## src/rtl/fp51_loader_pkg.sv

```systemverilog
// fp51_loader_pkg
// Shared definitions for the FP51 boot loader: FSM state encoding, frame
// sync/command bytes and the one-byte status codes returned per frame.
package fp51_loader_pkg;

    typedef enum logic [2:0] {
        S_IDLE    = 3'd0,
        S_CMD     = 3'd1,
        S_ADDR_HI = 3'd2,
        S_ADDR_LO = 3'd3,
        S_LEN     = 3'd4,
        S_DATA    = 3'd5,
        S_CSUM    = 3'd6,
        S_RESP    = 3'd7
    } loader_state_t;

    localparam logic [7:0] LOADER_SYNC = 8'h5A;
    localparam logic [7:0] CMD_WRITE   = 8'h01;
    localparam logic [7:0] CMD_RUN     = 8'h02;

    localparam logic [7:0] ST_OK       = 8'hA5;
    localparam logic [7:0] ST_BAD_CMD  = 8'hE1;
    localparam logic [7:0] ST_BAD_CSUM = 8'hE2;
    localparam logic [7:0] ST_TIMEOUT  = 8'hE3;

endpackage

```

## src/rtl/fp51_loader_word_asm.sv

```systemverilog
// fp51_loader_word_asm
// Packs an MSB-first byte stream into 32-bit instruction words and issues one
// registered write per completed word, stepping a wrapping word-address counter.
//
// Ports:
//   clk, reset   clock, synchronous active-high reset
//   clear        discard any partially assembled word (lane counter to 0)
//   byte_valid   byte_data is a payload byte to absorb this cycle
//   byte_data    payload byte
//   addr_load    load the address counter from addr_value
//   addr_value   start word address
//   word_last    current byte (if valid) completes a word
//   we           one-cycle write strobe
//   wr_addr      word address of the write
//   data_out     assembled instruction word
module fp51_loader_word_asm #(
    parameter int ADDR_W = 14
) (
    input  logic              clk,
    input  logic              reset,
    input  logic              clear,
    input  logic              byte_valid,
    input  logic [7:0]        byte_data,
    input  logic              addr_load,
    input  logic [ADDR_W-1:0] addr_value,
    output logic              word_last,
    output logic              we,
    output logic [ADDR_W-1:0] wr_addr,
    output logic [31:0]       data_out
);

    logic [1:0]        lane;
    logic [23:0]       shift;
    logic [ADDR_W-1:0] addr_cnt;
    logic              take;

    assign word_last = (lane == 2'd3);
    assign take      = byte_valid && !clear;

    always_ff @(posedge clk) begin
        if (reset) begin
            we       <= 1'b0;
            wr_addr  <= '0;
            data_out <= '0;
            lane     <= 2'd0;
        end else begin
            we <= 1'b0;
            if (clear) begin
                lane <= 2'd0;
            end else if (byte_valid) begin
                if (word_last) begin
                    we       <= 1'b1;
                    data_out <= {shift, byte_data};
                    wr_addr  <= addr_cnt;
                    lane     <= 2'd0;
                end else begin
                    lane <= lane + 2'd1;
                end
            end
        end
    end

    // Datapath holding registers carry no reset; the lane counter above
    // decides when their contents are meaningful.
    always_ff @(posedge clk) begin
        if (addr_load) begin
            addr_cnt <= addr_value;
        end else if (take && word_last) begin
            addr_cnt <= addr_cnt + 1'b1;
        end
        if (take && !word_last) begin
            shift <= {shift[15:0], byte_data};
        end
    end

endmodule

```

## src/rtl/fp51_code_loader.sv

```systemverilog
// fp51_code_loader
// UART-fed boot loader for the FP51 MCU. Parses WRITE/RUN frames, writes
// instruction words into instruction memory, holds the core in reset until a
// valid RUN frame, and returns a status byte per frame.
//
// Ports:
//   clk, reset        clock, synchronous active-high reset
//   rx_data/rx_valid  received byte and its one-cycle strobe
//   resp_data         status byte (A5/E1/E2/E3)
//   resp_valid        held until resp_ready
//   resp_ready        transmit path accepts the status byte
//   inst_mem_we       one-cycle instruction-memory write strobe
//   inst_mem_wr_addr  word address
//   inst_mem_data_in  instruction word
//   cpu_hold          keeps the MCU in reset while high
//   busy              high whenever the FSM is not IDLE
module fp51_code_loader
    import fp51_loader_pkg::*;
#(
    parameter int PC_BITWIDTH    = 16,
    parameter int TIMEOUT_CYCLES = 1_000_000
) (
    input  logic                   clk,
    input  logic                   reset,
    input  logic [7:0]             rx_data,
    input  logic                   rx_valid,
    output logic [7:0]             resp_data,
    output logic                   resp_valid,
    input  logic                   resp_ready,
    output logic                   inst_mem_we,
    output logic [PC_BITWIDTH-3:0] inst_mem_wr_addr,
    output logic [31:0]            inst_mem_data_in,
    output logic                   cpu_hold,
    output logic                   busy
);

    localparam int ADDR_W = PC_BITWIDTH - 2;
    localparam int GAP_W  = $clog2(TIMEOUT_CYCLES + 1);
    localparam logic [GAP_W-1:0] GAP_LAST = GAP_W'(TIMEOUT_CYCLES - 1);

    loader_state_t state;
    logic [7:0]    csum;
    logic [7:0]    csum_next;
    logic [7:0]    addr_hi;
    logic [8:0]    word_cnt;
    logic [GAP_W-1:0] gap_cnt;
    logic          run_flag;
    logic          in_frame;
    logic          timeout_hit;
    logic          word_last;
    logic          data_byte;

    assign csum_next   = csum + rx_data;
    assign in_frame    = (state != S_IDLE) && (state != S_RESP);
    assign timeout_hit = in_frame && !rx_valid && (gap_cnt == GAP_LAST);
    assign data_byte   = (state == S_DATA) && rx_valid;

    fp51_loader_word_asm #(
        .ADDR_W (ADDR_W)
    ) u_word_asm (
        .clk        (clk),
        .reset      (reset),
        .clear      (state == S_IDLE),
        .byte_valid (data_byte),
        .byte_data  (rx_data),
        .addr_load  ((state == S_ADDR_LO) && rx_valid),
        .addr_value (ADDR_W'({addr_hi, rx_data})),
        .word_last  (word_last),
        .we         (inst_mem_we),
        .wr_addr    (inst_mem_wr_addr),
        .data_out   (inst_mem_data_in)
    );

    always_ff @(posedge clk) begin
        if (reset) begin
            state      <= S_IDLE;
            busy       <= 1'b0;
            resp_valid <= 1'b0;
            resp_data  <= 8'h00;
            cpu_hold   <= 1'b1;
            run_flag   <= 1'b0;
            csum       <= 8'h00;
            addr_hi    <= 8'h00;
            word_cnt   <= 9'd0;
            gap_cnt    <= '0;
        end else begin
            // Inter-byte gap only counts while a frame is open.
            if (in_frame && !rx_valid) gap_cnt <= gap_cnt + 1'b1;
            else                       gap_cnt <= '0;

            unique case (state)
                S_IDLE: begin
                    if (rx_valid && rx_data == LOADER_SYNC) begin
                        state    <= S_CMD;
                        busy     <= 1'b1;
                        csum     <= 8'h00;
                        run_flag <= 1'b0;
                    end
                end
                S_CMD: begin
                    if (rx_valid) begin
                        csum <= csum_next;
                        if (rx_data == CMD_WRITE) begin
                            state <= S_ADDR_HI;
                        end else if (rx_data == CMD_RUN) begin
                            state    <= S_CSUM;
                            run_flag <= 1'b1;
                        end else begin
                            state      <= S_RESP;
                            resp_data  <= ST_BAD_CMD;
                            resp_valid <= 1'b1;
                        end
                    end
                end
                S_ADDR_HI: begin
                    if (rx_valid) begin
                        csum    <= csum_next;
                        addr_hi <= rx_data;
                        state   <= S_ADDR_LO;
                    end
                end
                S_ADDR_LO: begin
                    if (rx_valid) begin
                        csum  <= csum_next;
                        state <= S_LEN;
                    end
                end
                S_LEN: begin
                    if (rx_valid) begin
                        csum     <= csum_next;
                        word_cnt <= (rx_data == 8'h00) ? 9'd256 : {1'b0, rx_data};
                        state    <= S_DATA;
                    end
                end
                S_DATA: begin
                    if (rx_valid) begin
                        csum <= csum_next;
                        if (word_last) begin
                            word_cnt <= word_cnt - 9'd1;
                            if (word_cnt == 9'd1) state <= S_CSUM;
                        end
                    end
                end
                S_CSUM: begin
                    if (rx_valid) begin
                        csum       <= csum_next;
                        state      <= S_RESP;
                        resp_valid <= 1'b1;
                        if (csum_next == 8'h00) begin
                            resp_data <= ST_OK;
                            if (run_flag) cpu_hold <= 1'b0;
                        end else begin
                            resp_data <= ST_BAD_CSUM;
                        end
                    end
                end
                S_RESP: begin
                    // Incoming bytes are ignored until the status is taken.
                    if (resp_ready) begin
                        resp_valid <= 1'b0;
                        state      <= S_IDLE;
                        busy       <= 1'b0;
                    end
                end
                default: begin
                    state <= S_IDLE;
                    busy  <= 1'b0;
                end
            endcase

            // Timeout overrides whatever the frame states decided above.
            if (timeout_hit) begin
                state      <= S_RESP;
                resp_data  <= ST_TIMEOUT;
                resp_valid <= 1'b1;
            end
        end
    end

endmodule
```

## config.mk

```make
export PLATFORM = sky130hd
export DESIGN_NAME = fp51_code_loader
export DESIGN_NICKNAME = d
export VERILOG_FILES = /design/src/rtl/fp51_loader_pkg.sv /design/src/rtl/fp51_loader_word_asm.sv /design/src/rtl/fp51_code_loader.sv
export SDC_FILE = /design/constraint.sdc
export NUM_CORES = 1
export LEC_CHECK = 0
export BUFFER_PORTS_ARGS = -buffer_cell sky130_fd_sc_hd__buf_4
export CAP_MARGIN = 0
export CORE_UTILIZATION = 53
export DETAILED_ROUTE_END_ITERATION = 10
export PLACE_DENSITY = 0.76
export RECOVER_POWER = 50
export SYNTH_ARGS = -nofsm -noshare
export SYNTH_HDL_FRONTEND = slang
export SYNTH_HIERARCHICAL = 1
export SYNTH_SLANG_ARGS = --single-unit
```

## constraint.sdc

```tcl
create_clock -name clk -period 3.5 [get_ports clk]
set_clock_uncertainty 0.15 [all_clocks]
set_input_delay 0.7 -clock clk [delete_from_list [all_inputs] [get_ports clk]]
set_output_delay 0.7 -clock clk [all_outputs]
set_load 0.005 [all_outputs]
```

==> metrics <==
synthesized instance count 684; CTS Buf Count 17; Synth Flop Type dfxtp_1; Area Overhead vs Synth 17.1%; DP HPWL 8960 um; Max Fclk 341 MHz; mapped cell area 0.00623 mm^2; Unique masters post-synth 64; initial antenna violation count 0; Final Max Tran Viols 0; area of the multi-input gates 0.00277 mm^2; status finished, final reports clean; grt ovf 0; Max clock buf depth 2; htree depth 4; Initial Util 0.545; Least-Margin Pin Slew 1.04 ns; Setup WS pre-CTS 0.311 ns; power density cells 489 mW/mm^2; drt first-iter violations 332; Remaining DRCs 0; vias in the first global route 4543; Storage cell area 0.00322 mm^2; Die Y 110 um; combinational power share 0.021; pin count of the biggest net entering global routing 48; placer's final routability congestion estimate 0.849; All-Layer GR Usage 0.237; layout cell share with drive strength beyond 1 0.126; Core Footprint 0.0114 mm^2; # rows 39; WP data required 3.66 ns; Synth warnings 6; clk sinks 142; Filler Cells Inserted 990; PnR worst setup slack 0.564 ns; sw power 0.000766 W; unrepaired setup endpoints after global routing false; Min-Delay Path Class register to register; Slew Limit Headroom 0.300; fin crit period 2.94 ns; Crit Path Max Fanout 11; Buffers on Ports 67; Crit Path Category input pin to register; Hold-fix buffers, CTS 0; die area 0.0122 mm^2; Setup crit end kind register; # nets final 766; Root Driver clkbuf_16; DRT Pass-1 Iters 4; CP startpoint kind input pin; Vias 5042; Flop pwr share 0.471; Final ANT Viol Nets 0; most frequent cells in the layout nand2_1 (143), dfxtp_1 (104), a21oi_1 (76); Yosys reg bits 142; Post-synth EDFFs 38; arrival time at the worst endpoint 3.10 ns; max cap viols 0; TritonCTS clock tree yes; drt total wl 13500 um; CTS clk-pin slew, worst paths 0.06 ns; P_int 0.00280 W; global-route wire length before repair 21800 um; P_leak 2.52 nW; Synth async-reset ratio 0; register area share after synthesis 0.518; Via density 5.62; post-CTS setup buffers 0; final setup vio count 0; TNS Setup 0 ns; commonest non-fill, non-tap cell in the layout nand2_1; Die Wd 110 um; final hold vios 0; Ant. Diodes 0; post-DR wirelength/cell 15.1 um; fin crit share 0.839; post-cts resize count 0; Sw Ratio 0.215; syn_area_per_cell 9.10 um^2; Worst-Skew Late Latency 0.44 ns; Max IR drop VDD 0.000386 V; I/O pins 70; Clock power frac 0.508
## metal layers
layer	GRT usage	routed length, um	share of wire
met5	0	0	0
met4	0.0987	229	0.017
met3	0.0606	662	0.049
met2	0.382	6460	0.48
met1	0.303	6180	0.46
## power by group through the flow
| stage | Combinational [W] | Clock, W | Sequential [W] |
|---|---|---|---|
| 3_5_place_dp | 0.0000769 | 0 | 0.00172 |
| 2_1_floorplan | 0.0000459 | 0 | 0.00172 |
| 3_3_place_gp | 0.0000756 | 0 | 0.00172 |
| 5_1_grt | 0.0000812 | 0.00191 | 0.00168 |
| 4_1_cts | 0.0000778 | 0.00183 | 0.00168 |
| 6_report | 0.0000733 | 0.00181 | 0.00168 |
## synth_stat cells (4+ instances only)
master,instances,area share
nand2_1,143,0.086
dfxtp_1,104,0.33
a21oi_1,76,0.061
nor2_1,57,0.034
edfxtp_1,38,0.18
xor2_1,27,0.038
nand3_1,25,0.020
o21ai_0,19,0.015
clkbuf_1,18,0.011
nand4_1,13,0.013
ha_1,12,0.024
nor3_1,11,0.0088
o21ai_1,11,0.0088
inv_1,9,0.0054
mux2i_1,9,0.014
xnor2_1,9,0.013
buf_2,8,0.0064
a31oi_1,5,0.0050
buf_6,5,0.0090
nor3b_1,5,0.0060
a211oi_1,4,0.0048
and4_1,4,0.0056
buf_4,4,0.0048
nor2b_1,4,0.0040
nor4_1,4,0.0040
o21a_1,4,0.0048
or3_1,4,0.0040
## stage by stage
step	total power [W]	area (um^2)	hold slack (ns)	instances	utilization
6_report	0.00357	7290	0.289	897	0.638
5_1_grt	0.00367	7290	0.310	897	0.638
4_1_cts	0.00359	7380	0.288	897	0.647
2_1_floorplan	0.00176	6240	0.263	685	-
3_3_place_gp	0.00179	6780	0.273	865	0.594
3_5_place_dp	0.00179	6780	0.279	865	0.594
## path summary, 6_finish.rpt
| kind | from | to | slack, ns | cells past startpoint |
|---|---|---|---|---|
| max | rx_data[0] | cpu_hold$_SDFFE_PP1P_ | 0.56 | 8 |
| min | gap_cnt[0]$_SDFF_PP0_ | gap_cnt[0]$_SDFF_PP0_ | 0.29 | 1 |
| max reg2reg | state[0]$_SDFFE_PP0P_ | u_word_asm/addr_cnt[1]$_DFFE_PP_ | 0.58 | 4 |
| min reg2reg | gap_cnt[0]$_SDFF_PP0_ | gap_cnt[0]$_SDFF_PP0_ | 0.29 | 1 |
## critical path, cell delays in order
cell	delay (ns)
clkbuf_1	0.23
ha_1	0.32
fa_1	0.40
and3_1	0.21
o211a_1	0.22
a211oi_1	0.32
nand4_1	0.30
o32a_1	0.40
## state kept, by name, summed over array words and instances, names as in the netlist, 2 cells and up
name and count:
resp_data 5, u_word_asm/addr_cnt 14, addr_hi 6, u_word_asm/wr_addr 14, u_word_asm/data_out 32, u_word_asm/shift 24, word_cnt 9, u_word_asm/lane 2
csum 8, gap_cnt 20, state 3
## logic make-up after synthesis
logic type / count (synthesis) / synth area share
adder cells (fa/ha/maj): 13 / 0.0273
other: 1 / 0.000602
buffers and inverters: 47 / 0.0392
flip-flops: 142 / 0.518
AO/OA/AOI/OAI: 137 / 0.124
AND/OR/NAND/NOR: 297 / 0.223
XOR/XNOR: 36 / 0.0506
multiplexers: 11 / 0.0181
## area by class of cell
class                   instances  share of cell area
flip-flops and latches        142               0.442
multi-input cells             496               0.380
repair buffers                 75              0.0661
clock buffers                  18              0.0618
well taps                     143              0.0245
clock inverters                14              0.0213
inverters                       9             0.00463
Power figures use the tool's default switching activity.
